**src/rtl/modbus_gpio_converter.sv**
```systemverilog
// APB3 CSR file bridging a Modbus RTU link to a 32-bit GPIO port.
// It contains a UART (8N1, 16x oversampling), RTU framing with a CRC16 check, and an FC05 write-coil slave that echoes the request.
module modbus_gpio_converter (
  input  logic        PCLK,
  input  logic        PRESETn,
  input  logic [11:0] PADDR,
  input  logic        PSEL,
  input  logic        PENABLE,
  input  logic        PWRITE,
  input  logic [31:0] PWDATA,
  input  logic [3:0]  PSTRB,
  output logic [31:0] PRDATA,
  output logic        PREADY,
  output logic        PSLVERR,
  input  logic        UART_RX,
  output logic        UART_TX,
  input  logic [31:0] GPIO_DI,
  output logic [31:0] GPIO_DO
);
  localparam logic [11:0] A_DO = 12'h000, A_DI = 12'h004, A_TIMER = 12'h008, A_MSG = 12'h00C;
  localparam logic [11:0] A_CFG0 = 12'h010, A_CFG1 = 12'h014, A_MAP = 12'h018, A_IRQ = 12'h01C;
  localparam logic [11:0] A_SCTRL = 12'h020, A_SIDX = 12'h028, A_SENT = 12'h02C;
  localparam logic [11:0] A_SQTY = 12'h030, A_SWB = 12'h034, A_SRB = 12'h038;

  typedef enum logic [1:0] {ST_IDLE, ST_START, ST_DATA, ST_STOP} uart_state_t;

  function automatic logic [15:0] crc16_byte(input logic [15:0] crc, input logic [7:0] b);
    logic [15:0] c;
    c = crc ^ {8'h00, b};
    for (int i = 0; i < 8; i++) c = c[0] ? ((c >> 1) ^ 16'hA001) : (c >> 1);
    return c;
  endfunction

  function automatic logic [15:0] sat_inc(input logic [15:0] v);
    return (v == 16'hFFFF) ? v : v + 16'd1;
  endfunction

  logic [31:0] do_reg, do_next, timer, cfg0, cfg1, map_reg;
  logic [31:0] scan_ctrl, scan_idx, scan_entry, scan_qty, scan_wbase, scan_rbase;
  logic [31:0] di_s1, di_s2;
  logic [15:0] msg_good, msg_err;
  logic [2:0]  irq;
  logic        wr_en;

  logic        do_we;
  logic [31:0] do_wmask, do_wdata;
  logic        stat_crc_err, stat_tx_empty, frame_done, echo_start;

  logic [15:0] tick_cnt, div_m1;
  logic        tick;

  logic        rx_s1, rx_s2, rx_s3, rx_valid, rx_ferr;
  uart_state_t rx_state;
  logic [3:0]  rx_os;
  logic [2:0]  rx_bit;
  logic [7:0]  rx_sh;

  logic [15:0] idle_cnt, thr_ticks;
  logic [19:0] sil_x10;
  logic [11:0] thr_bits;
  logic        silent;

  logic [7:0]  fr_buf [8];
  logic [3:0]  fr_cnt;
  logic        fr_active, fr_ovf, fr_discard, armed;
  logic [15:0] fr_crc;
  logic        addr_ok, cmd_ok;

  logic [7:0]  tx_buf [8];
  uart_state_t tx_state;
  logic [3:0]  tx_os, tx_left;
  logic [2:0]  tx_bit, tx_idx;
  logic [7:0]  tx_sh;

  assign PREADY  = 1'b1;
  assign PSLVERR = 1'b0;
  assign GPIO_DO = do_reg;
  assign wr_en   = PSEL & PENABLE & PWRITE;

  always_comb begin
    PRDATA = 32'h0;
    case (PADDR)
      A_DO:    PRDATA = do_reg;
      A_DI:    PRDATA = di_s2;
      A_TIMER: PRDATA = timer;
      A_MSG:   PRDATA = {msg_err, msg_good};
      A_CFG0:  PRDATA = cfg0;
      A_CFG1:  PRDATA = cfg1;
      A_MAP:   PRDATA = map_reg;
      A_IRQ:   PRDATA = {29'h0, irq};
      A_SCTRL: PRDATA = scan_ctrl;
      A_SIDX:  PRDATA = scan_idx;
      A_SENT:  PRDATA = scan_entry;
      A_SQTY:  PRDATA = scan_qty;
      A_SWB:   PRDATA = scan_wbase;
      A_SRB:   PRDATA = scan_rbase;
      default: PRDATA = 32'h0;
    endcase
  end

  // A Modbus coil write is applied first; then APB overrides each byte it strobes
  always_comb begin
    do_next = do_we ? ((do_reg & ~do_wmask) | (do_wdata & do_wmask)) : do_reg;
    for (int i = 0; i < 4; i++)
      if (wr_en && PADDR == A_DO && PSTRB[i]) do_next[i*8 +: 8] = PWDATA[i*8 +: 8];
  end

  always_ff @(posedge PCLK or negedge PRESETn) begin
    if (!PRESETn) begin
      do_reg     <= 32'h0;
      timer      <= 32'h0;
      cfg0       <= 32'h0001_0000;
      cfg1       <= 32'h0080_0036;
      map_reg    <= 32'h0;
      irq        <= 3'b010;
      scan_ctrl  <= 32'h0001_0014;
      scan_idx   <= 32'h0;
      scan_entry <= 32'h0001_0400;
      scan_qty   <= 32'h0010_0010;
      scan_wbase <= 32'h0;
      scan_rbase <= 32'h0;
      di_s1      <= 32'h0;
      di_s2      <= 32'h0;
    end else begin
      do_reg <= do_next;
      di_s1  <= GPIO_DI;
      di_s2  <= di_s1;
      timer  <= (wr_en && PADDR == A_TIMER) ? PWDATA : timer + 32'd1;
      irq    <= (irq & ~((wr_en && PADDR == A_IRQ) ? PWDATA[2:0] : 3'b000))
                | {stat_crc_err, stat_tx_empty, frame_done};
      if (wr_en) begin
        case (PADDR)
          A_CFG0:  cfg0       <= PWDATA;
          A_CFG1:  cfg1       <= PWDATA;
          A_MAP:   map_reg    <= PWDATA;
          A_SCTRL: scan_ctrl  <= PWDATA;
          A_SIDX:  scan_idx   <= PWDATA;
          A_SENT:  scan_entry <= PWDATA;
          A_SQTY:  scan_qty   <= PWDATA;
          A_SWB:   scan_wbase <= PWDATA;
          A_SRB:   scan_rbase <= PWDATA;
          default: ;
        endcase
      end
    end
  end

  // 16x oversampling tick; a divisor of 0 behaves as 1
  assign div_m1 = (cfg1[15:0] == 16'd0) ? 16'd0 : cfg1[15:0] - 16'd1;

  always_ff @(posedge PCLK or negedge PRESETn) begin
    if (!PRESETn) begin
      tick_cnt <= 16'd0;
      tick     <= 1'b0;
    end else if (tick_cnt >= div_m1) begin
      tick_cnt <= 16'd0;
      tick     <= 1'b1;
    end else begin
      tick_cnt <= tick_cnt + 16'd1;
      tick     <= 1'b0;
    end
  end

  always_ff @(posedge PCLK or negedge PRESETn) begin
    if (!PRESETn) begin
      rx_s1    <= 1'b1;
      rx_s2    <= 1'b1;
      rx_s3    <= 1'b1;
      rx_state <= ST_IDLE;
      rx_os    <= 4'd0;
      rx_bit   <= 3'd0;
      rx_sh    <= 8'h0;
      rx_valid <= 1'b0;
      rx_ferr  <= 1'b0;
    end else begin
      rx_s1    <= UART_RX;
      rx_s2    <= rx_s1;
      rx_s3    <= rx_s2;
      rx_valid <= 1'b0;
      rx_ferr  <= 1'b0;
      case (rx_state)
        ST_IDLE:
          if (rx_s3 && !rx_s2) begin
            rx_state <= ST_START;
            rx_os    <= 4'd0;
          end
        ST_START:
          if (tick) begin
            if (rx_os == 4'd7) begin
              rx_os    <= 4'd0;
              rx_bit   <= 3'd0;
              rx_state <= rx_s2 ? ST_IDLE : ST_DATA;
            end else rx_os <= rx_os + 4'd1;
          end
        ST_DATA:
          if (tick) begin
            if (rx_os == 4'd15) begin
              rx_os <= 4'd0;
              rx_sh <= {rx_s2, rx_sh[7:1]};
              if (rx_bit == 3'd7) rx_state <= ST_STOP;
              else rx_bit <= rx_bit + 3'd1;
            end else rx_os <= rx_os + 4'd1;
          end
        ST_STOP:
          if (tick) begin
            if (rx_os == 4'd15) begin
              rx_os    <= 4'd0;
              rx_state <= ST_IDLE;
              rx_valid <= rx_s2;
              rx_ferr  <= !rx_s2;
            end else rx_os <= rx_os + 4'd1;
          end
        default: rx_state <= ST_IDLE;
      endcase
    end
  end

  // Silence threshold in ticks: max(1, sil*10 >> 8) bit times of 16 ticks each
  assign sil_x10   = {4'd0, cfg1[31:16]} * 20'd10;
  assign thr_bits  = (sil_x10[19:8] == 12'd0) ? 12'd1 : sil_x10[19:8];
  assign thr_ticks = {thr_bits, 4'd0};
  assign silent    = idle_cnt >= thr_ticks;

  always_ff @(posedge PCLK or negedge PRESETn) begin
    if (!PRESETn) idle_cnt <= 16'd0;
    else if (rx_state != ST_IDLE || !rx_s2) idle_cnt <= 16'd0;
    else if (tick && idle_cnt != 16'hFFFF) idle_cnt <= idle_cnt + 16'd1;
  end

  always_ff @(posedge PCLK) begin
    if (rx_valid && !fr_active && armed) fr_buf[0] <= rx_sh;
    else if (rx_valid && fr_active && fr_cnt < 4'd8) fr_buf[fr_cnt[2:0]] <= rx_sh;
  end

  assign addr_ok = (cfg0[7:0] == 8'h00) ? (fr_buf[0] != 8'h00 && fr_buf[0] <= 8'd247)
                                        : (fr_buf[0] == cfg0[7:0]);
  assign cmd_ok  = fr_cnt == 4'd8 && fr_buf[1] == 8'h05 && fr_buf[2] == 8'h00 && fr_buf[3] < 8'd32
                   && (fr_buf[4] == 8'hFF || fr_buf[4] == 8'h00) && fr_buf[5] == 8'h00;

  always_ff @(posedge PCLK or negedge PRESETn) begin
    if (!PRESETn) begin
      fr_active    <= 1'b0;
      fr_cnt       <= 4'd0;
      fr_ovf       <= 1'b0;
      fr_discard   <= 1'b0;
      fr_crc       <= 16'hFFFF;
      armed        <= 1'b0;
      msg_good     <= 16'd0;
      msg_err      <= 16'd0;
      do_we        <= 1'b0;
      do_wmask     <= 32'h0;
      do_wdata     <= 32'h0;
      stat_crc_err <= 1'b0;
      frame_done   <= 1'b0;
      echo_start   <= 1'b0;
    end else begin
      do_we        <= 1'b0;
      stat_crc_err <= 1'b0;
      frame_done   <= 1'b0;
      echo_start   <= 1'b0;
      if (rx_ferr && fr_active) fr_discard <= 1'b1;
      if (rx_valid) begin
        if (fr_active) begin
          if (fr_cnt == 4'd8) fr_ovf <= 1'b1;
          else fr_cnt <= fr_cnt + 4'd1;
          fr_crc <= crc16_byte(fr_crc, rx_sh);
        end else if (armed) begin
          fr_active  <= 1'b1;
          armed      <= 1'b0;
          fr_cnt     <= 4'd1;
          fr_ovf     <= 1'b0;
          fr_discard <= 1'b0;
          fr_crc     <= crc16_byte(16'hFFFF, rx_sh);
        end
      end else if (silent) begin
        armed <= 1'b1;
        // End of frame: a correct CRC leaves a zero residual over data plus CRC bytes
        if (fr_active) begin
          fr_active <= 1'b0;
          if (!fr_discard && !fr_ovf) begin
            frame_done <= 1'b1;
            if (fr_crc != 16'h0000) begin
              stat_crc_err <= 1'b1;
              msg_err      <= sat_inc(msg_err);
            end else if (addr_ok) begin
              msg_good <= sat_inc(msg_good);
              if (!cfg0[16] && cmd_ok) begin
                do_we      <= 1'b1;
                do_wmask   <= 32'd1 << fr_buf[3][4:0];
                do_wdata   <= fr_buf[4][7] ? (32'd1 << fr_buf[3][4:0]) : 32'h0;
                echo_start <= 1'b1;
              end
            end
          end
        end
      end
    end
  end

  always_ff @(posedge PCLK) begin
    if (echo_start) tx_buf <= fr_buf;
  end

  assign stat_tx_empty = (tx_state == ST_IDLE) && (tx_left == 4'd0);

  always_ff @(posedge PCLK or negedge PRESETn) begin
    if (!PRESETn) begin
      tx_state <= ST_IDLE;
      UART_TX  <= 1'b1;
      tx_os    <= 4'd0;
      tx_bit   <= 3'd0;
      tx_left  <= 4'd0;
      tx_idx   <= 3'd0;
      tx_sh    <= 8'h0;
    end else begin
      case (tx_state)
        ST_IDLE:
          if (tx_left != 4'd0 && tick) begin
            tx_sh    <= tx_buf[tx_idx];
            UART_TX  <= 1'b0;
            tx_os    <= 4'd0;
            tx_state <= ST_START;
          end
        ST_START:
          if (tick) begin
            if (tx_os == 4'd15) begin
              tx_os    <= 4'd0;
              tx_bit   <= 3'd0;
              UART_TX  <= tx_sh[0];
              tx_state <= ST_DATA;
            end else tx_os <= tx_os + 4'd1;
          end
        ST_DATA:
          if (tick) begin
            if (tx_os == 4'd15) begin
              tx_os <= 4'd0;
              if (tx_bit == 3'd7) begin
                UART_TX  <= 1'b1;
                tx_state <= ST_STOP;
              end else begin
                tx_bit  <= tx_bit + 3'd1;
                tx_sh   <= {1'b0, tx_sh[7:1]};
                UART_TX <= tx_sh[1];
              end
            end else tx_os <= tx_os + 4'd1;
          end
        ST_STOP:
          if (tick) begin
            if (tx_os == 4'd15) begin
              tx_os    <= 4'd0;
              tx_state <= ST_IDLE;
              tx_left  <= tx_left - 4'd1;
              tx_idx   <= tx_idx + 3'd1;
            end else tx_os <= tx_os + 4'd1;
          end
        default: tx_state <= ST_IDLE;
      endcase
      if (echo_start) begin
        tx_left <= 4'd8;
        tx_idx  <= 3'd0;
      end
    end
  end
endmodule

```
**config.mk**
```make
export PLATFORM = sky130hd
export DESIGN_NAME = modbus_gpio_converter
export DESIGN_NICKNAME = d
export VERILOG_FILES = /design/src/rtl/modbus_gpio_converter.sv
export SDC_FILE = /design/constraint.sdc
export NUM_CORES = 1
export LEC_CHECK = 0
export ABC_AREA = 1
export CORE_MARGIN = 5
export CORE_UTILIZATION = 30
export DETAILED_ROUTE_END_ITERATION = 12
export HOLD_SLACK_MARGIN = 0.02
export PLACE_DENSITY = 0.53
export SETUP_SLACK_MARGIN = 0.5
export SKIP_LAST_GASP = 1
export SYNTH_ARGS = -nofsm -noshare
export SYNTH_HDL_FRONTEND = slang
export SYNTH_SLANG_ARGS = --single-unit
```
**constraint.sdc**
```tcl
create_clock -name PCLK -period 3.85 [get_ports PCLK]
set_input_delay 0.77 -clock PCLK [delete_from_list [all_inputs] [get_ports PCLK]]
set_output_delay 0.77 -clock PCLK [all_outputs]
set_load 0.01 [all_outputs]
```
; Yosys cells after proc, flatten, opt, wreduce, memory -nomap -nowiden
; Cells that the tools add are included.
[word_totals]
reg_bits = 750
word_cells = 408
[classes]
addsub = 13
multipliers = 1
order_cmp = 8
n_eq_ne = 54
n_shift = 1
mux = 142
bitwise = 34
n_reduce_logical = 90
[ops]
columns = cell, n
row1 = $pmux 32 s14, 1
row2 = $mux 16, 22
row3 = $mux 32, 3
row4 = $mux 8, 12
row5 = $eq 12x6->1 const B, 6
row6 = $add 16x1->16 const B, 4
row7 = $and 32x32->32, 2
row8 = $bwmux 64, 1
row9 = $mux 64, 1
row10 = $mux 4, 15
row11 = $eq 12x5->1 const B, 4
row12 = $not 2->3, 16
row13 = $mux 3, 15
row14 = $mux 1, 44
row15 = $ne 2x2->1 const B, 19
row16 = $mux 2, 17
row17 = $add 32x1->32 const B, 1
row18 = $eq 16x16->1 const B, 2
row19 = $ge 16x16->1, 2
row20 = $logic_not 8->1, 4
row21 = $not 32->32, 1
row22 = $or 32x32->32, 1
row23 = $shl 1x5->32 const A, 1
row24 = $reduce_bool 2->1, 15
row25 = 58 further kinds, 134

; Logic depth before layout (Yosys ltp)
[logic_depth]
word_depth = 19
depth_mapped = 26

; Worst setup path after synthesis
; Ideal clock, no wire load.
[synth_path]
kind = register to register
startpoint = reg cfg1[24]
endpoint = reg msg_err[10]
t_arrival_ps = 3166
t_required_ps = 3730
path_slack_ps = 564
path_stages_with_launch = 21
period_less_slack_ps = 3286
path_cell_list = dfrtp_1 ha_1 ha_1 a21oi_1 nor2_1 o21ai_0 o211a_1 nand2_1 nand2_1 nand2_1 ha_1 nand2_1 nor4_2 nand2_1 nand3_2 nand3_1 clkinv_2 nand2_2 buf_6 o21ai_1 nand2_1
[synth_via]
elab_chain_cells = 5
[synth_lines]
columns = item, line
row1 = "start, declared", 38  ; logic [31:0] do_reg, do_next, timer, cfg0, cfg1, map_reg;
row2 = "start signal, assigned", 113  ; cfg1 <= 32'h0080_0036;
row3 = "start signal, assigned", 134  ; A_CFG1: cfg1 <= PWDATA;
row4 = $mul 16x3->19 (*), 219  ; assign sil_x10 = {4'd0, cfg1[31:16]} * 20'd10;
row5 = $logic_not 12->1, 220  ; assign thr_bits = (sil_x10[19:8] == 12'd0) ? 12'd1 : sil_x10[19:8];
row6 = $mux 12 (*), 220
row7 = $ge 16x16->1 (*), 222  ; assign silent = idle_cnt >= thr_ticks;
row8 = $reduce_and 6->1 (no source line) (*), n/a
row9 = "end signal, assigned", 284  ; msg_err <= sat_inc(msg_err);
row10 = "end, declared", 41  ; logic [15:0] msg_good, msg_err;
; Mark *: on every way between the ends. The rest lies on a longest branch, timed or not.
; A chain may end at the register's enable or synchronous reset.

; Worst setup path after layout
[layout_path]
startpoint = reg cfg1[23]
endpoint = reg do_wmask[19]
[layout_via]
elab_chain_cells = 5
[layout_lines]
columns = item, line
row1 = $mul 16x3->19 (*), 219
row2 = $logic_not 12->1, 220
row3 = $mux 12 (*), 220
row4 = $ge 16x16->1 (*), 222
row5 = $reduce_and 7->1 (no source line) (*), n/a
row6 = "end signal, assigned", 289  ; do_wmask <= 32'd1 << fr_buf[3][4:0];
row7 = "end, declared", 46  ; logic [31:0] do_wmask, do_wdata;
; Marked as above.

==> results.yml <==
run_status:
  status: "complete, no violations"
synth:
  synth.net_count: 4141
  post-synth-top-area-cell: "dfrtp_1"
  yosys_most_used_dff: "dfrtp_1"
  seq_area_frac_synth: 0.5451
  yosys.cell_types.count: 66
  synth.top_cells.by_area: "dfrtp_1 41%, nand2_1 11%, edfxtp_1 11%, o21ai_0 4.2%, inv_1 3.3%"
  ys_async_sr_fraction: 0.8293
  yosys_warnings: 0
  synth_cells: 3979
  ys_seq_elements: 750
  yosys.area.top_type_share: 0.4123
  syn-cell-area_um2: 35690
  synth_area_per_cell_um2: 8.968
  synth-edff-count: 128
detailed_routing:
  drt-total-wl_um: 124400
  vias: 29972
  ant_nets: 0
  route.detailed.wl_per_inst_um: 21.00
  drt_iter0_markers: 2688
  via_per_inst: 5.062
  drt_first_pass_iters: 6
  drc: 0
cells_and_area:
  final_area_um2: 45690
  area_delta_synth_final_pct: 28.02
  final_cells: 5921
  layout_common_cells: "943 x nand2_1, 582 x dfrtp_1, 307 x inv_1, 287 x o21ai_0, 277 x nor2_1"
  layout_commonest_cell: "nand2_1"
  nets: 4475
  multi_input_area_um2: 15570
  fillCellCount: 11640
  drive_gt1_frac: 0.1887
  seqCellArea_um2: 19460
  reg.largest.list: "fr_buf x64, tx_buf x64"
worst_setup_path:
  crit_path_start_kind: "register"
  crit_path_end_kind: "register"
  path_class: "register to register"
  required_ns: 4.40
  crit_fanout: 6
  arrival_ns: 4.28
placement:
  gp_congestion: 0.9062
  post_dp_cell_area_um2: 40040
  dp_hpwl_um: 87200
  pre_cts_slack_ns: -0.5086
  dp.cells: 5671
  port_buffers: 150
cts:
  clockBufferDepth: 3
  path_clk_slew_ns: 0.06
  cts_sinks: 750
  cts_tree: "built"
  cts_hold_buf: 0
  clkLatencyLatePin_ns: 0.69
  cts-root-buf: "clkbuf_16"
  cts_max_level: 3
  numCtsBuffers: 87
sta:
  setup_tns_ns: 0
  period_share: 0.9685
  fmax_mhz: 268.2
  clock_skew_ns: 0.03236
  max_slew_margin: 0.3419
  grt_setup_unrepaired: "yes"
  worst_slack_ns: 0.1211
  min_period_ns: 3.729
  setup_viol: 0
  worst_slew_pin_slew_ns: 0.9860
  drv_slew: 0
  hold_violations: 0
die:
  rows: 126
  die_w_um: 354.9
  die_area_um2: 126000
  initial_core_util: 0.3022
  fp.coreArea_um2: 118100
  pin_count: 153
  die_y_um: 354.9
global_routing:
  antenna_found_initial: 4
  grt_first_pass_wirelength_um: 186100
  grt_max_degree: 88
  overflow: 0
  grtUsageTotal: 0.1928
  grt_pass1_vias: 29000
pwr:
  intPower_uw: 13430
  p_total_uw: 17650
  p_sw_frac: 0.2392
  switching_power_uw: 4223
  peakVddDrop_mv: 0.3062
  seqPwrFrac: 0.468
  leakage_uw: 0.01997
  power_frac_comb: 0.046
  pwr-share-clk: 0.486
  power_per_cell_area_nw_per_um2: 386.4
worst_hold_path:
  hold_class: "input pin to asynchronous set/reset pin"
job:
  cap_violations: 0
## logic make-up (layout without fill, tap and decap cells)
kind of cell,Yosys count,in the layout,share of synthesized area
flops,750,750,0.5451
mux,64,64,0.02020
simple gates,1782,1782,0.2162
xor+xnor,79,79,0.01939
compound gates,727,727,0.1158
other cells,2,4,0.0002104
buf+inv,499,903,0.05648
fa+ha+maj,76,76,0.02665
## final timing paths
kind / startpoint / end / slack (ns) / cells after the start
worst max-delay path: cfg1[23] / do_wmask[19] / 0.12 / 21
worst min register to register: di_s1[17] / di_s2[17] / 0.35 / 0
worst max register to register: cfg1[23] / do_wmask[19] / 0.12 / 21
max in group asynchronous: PRESETn / do_wmask[27] / 2.67 / 2
worst min-delay path: PRESETn / cfg1[6] / 0.13 / 1
min in group PCLK: di_s1[17] / di_s2[17] / 0.35 / 0
## Yosys cell counts (all sizes together), types with 29 or more instances
| master | instances |
|---|---|
| ha | 76 |
| xor2 | 63 |
| buf | 83 |
| edfxtp | 128 |
| nor3 | 74 |
| dfstp | 34 |
| dfrtp | 588 |
| o22ai | 34 |
| nand4 | 94 |
| nand3 | 172 |
| nor4 | 29 |
| nand2 | 1078 |
| nor2 | 313 |
| a21oi | 72 |
| clkbuf | 82 |
| mux2 | 64 |
| inv | 332 |
| a22o | 52 |
| o21ai | 488 |
## layout make-up
| class | instances | area share |
|---|---|---|
| Multi-Input combinational cell | 2730 | 0.3409 |
| Antenna cell | 2 | 0.0001095 |
| Clock inverter | 39 | 0.01082 |
| Timing Repair Buffer | 410 | 0.09635 |
| Inverter | 334 | 0.02881 |
| Sequential cell | 750 | 0.4260 |
| Tap cell | 1536 | 0.04207 |
| Clock buffer | 120 | 0.05499 |
## worst max-delay path, cell delays in order (launching register included)
cell       delay (ns)
dfstp_2          0.60
ha_4             0.22
ha_4             0.25
a21oi_4          0.19
buf_4            0.13
o21ai_2          0.06
nand2_1          0.08
nand3_2          0.08
xor2_2           0.20
buf_4            0.13
ha_1             0.28
a21oi_1          0.15
o21ai_1          0.10
a21oi_2          0.21
nand3_4          0.17
nand2_4          0.14
inv_8            0.05
buf_8            0.14
buf_12           0.13
clkbuf_16        0.15
nand3_1          0.08
nand2_1          0.05
## through the flow
stage,hold slack (ns),utilization
3_3_place_gp,0.3322,0.3391
2_1_floorplan,0.3312,-
4_1_cts,0.1459,0.3795
3_5_place_dp,0.3347,0.3391
6_report,0.1284,0.3869
5_1_grt,0.1752,0.3869
## what timing repair did
action / 4_1_cts / 5_1_grt
setup endpoints to repair: 137 / 140
pin swaps: 60 / 60
cloned: 18 / 4
setup buffers: 50 / 17
gates resized for setup: 410 / 176
## power groups by stage
stage               Sequential [µW]  Combinational [µW]  Clock, µW
floorplan                      8380                 347          0
global placement               8410                 786          0
detailed placement             8410                 791          0
CTS                            8270                 810       8750
global route                   8280                 905       9080
finish                         8270                 811       8570
## metal layers
layer,up-vias,routed length (µm),GRT usage
met5,-,13,0
met4,2,2845,0.04436
met3,189,10010,0.04443
met2,1023,54600,0.2910
met1,14735,56890,0.2817
li1,14023,-,-
(Power assumes the default switching activity.)
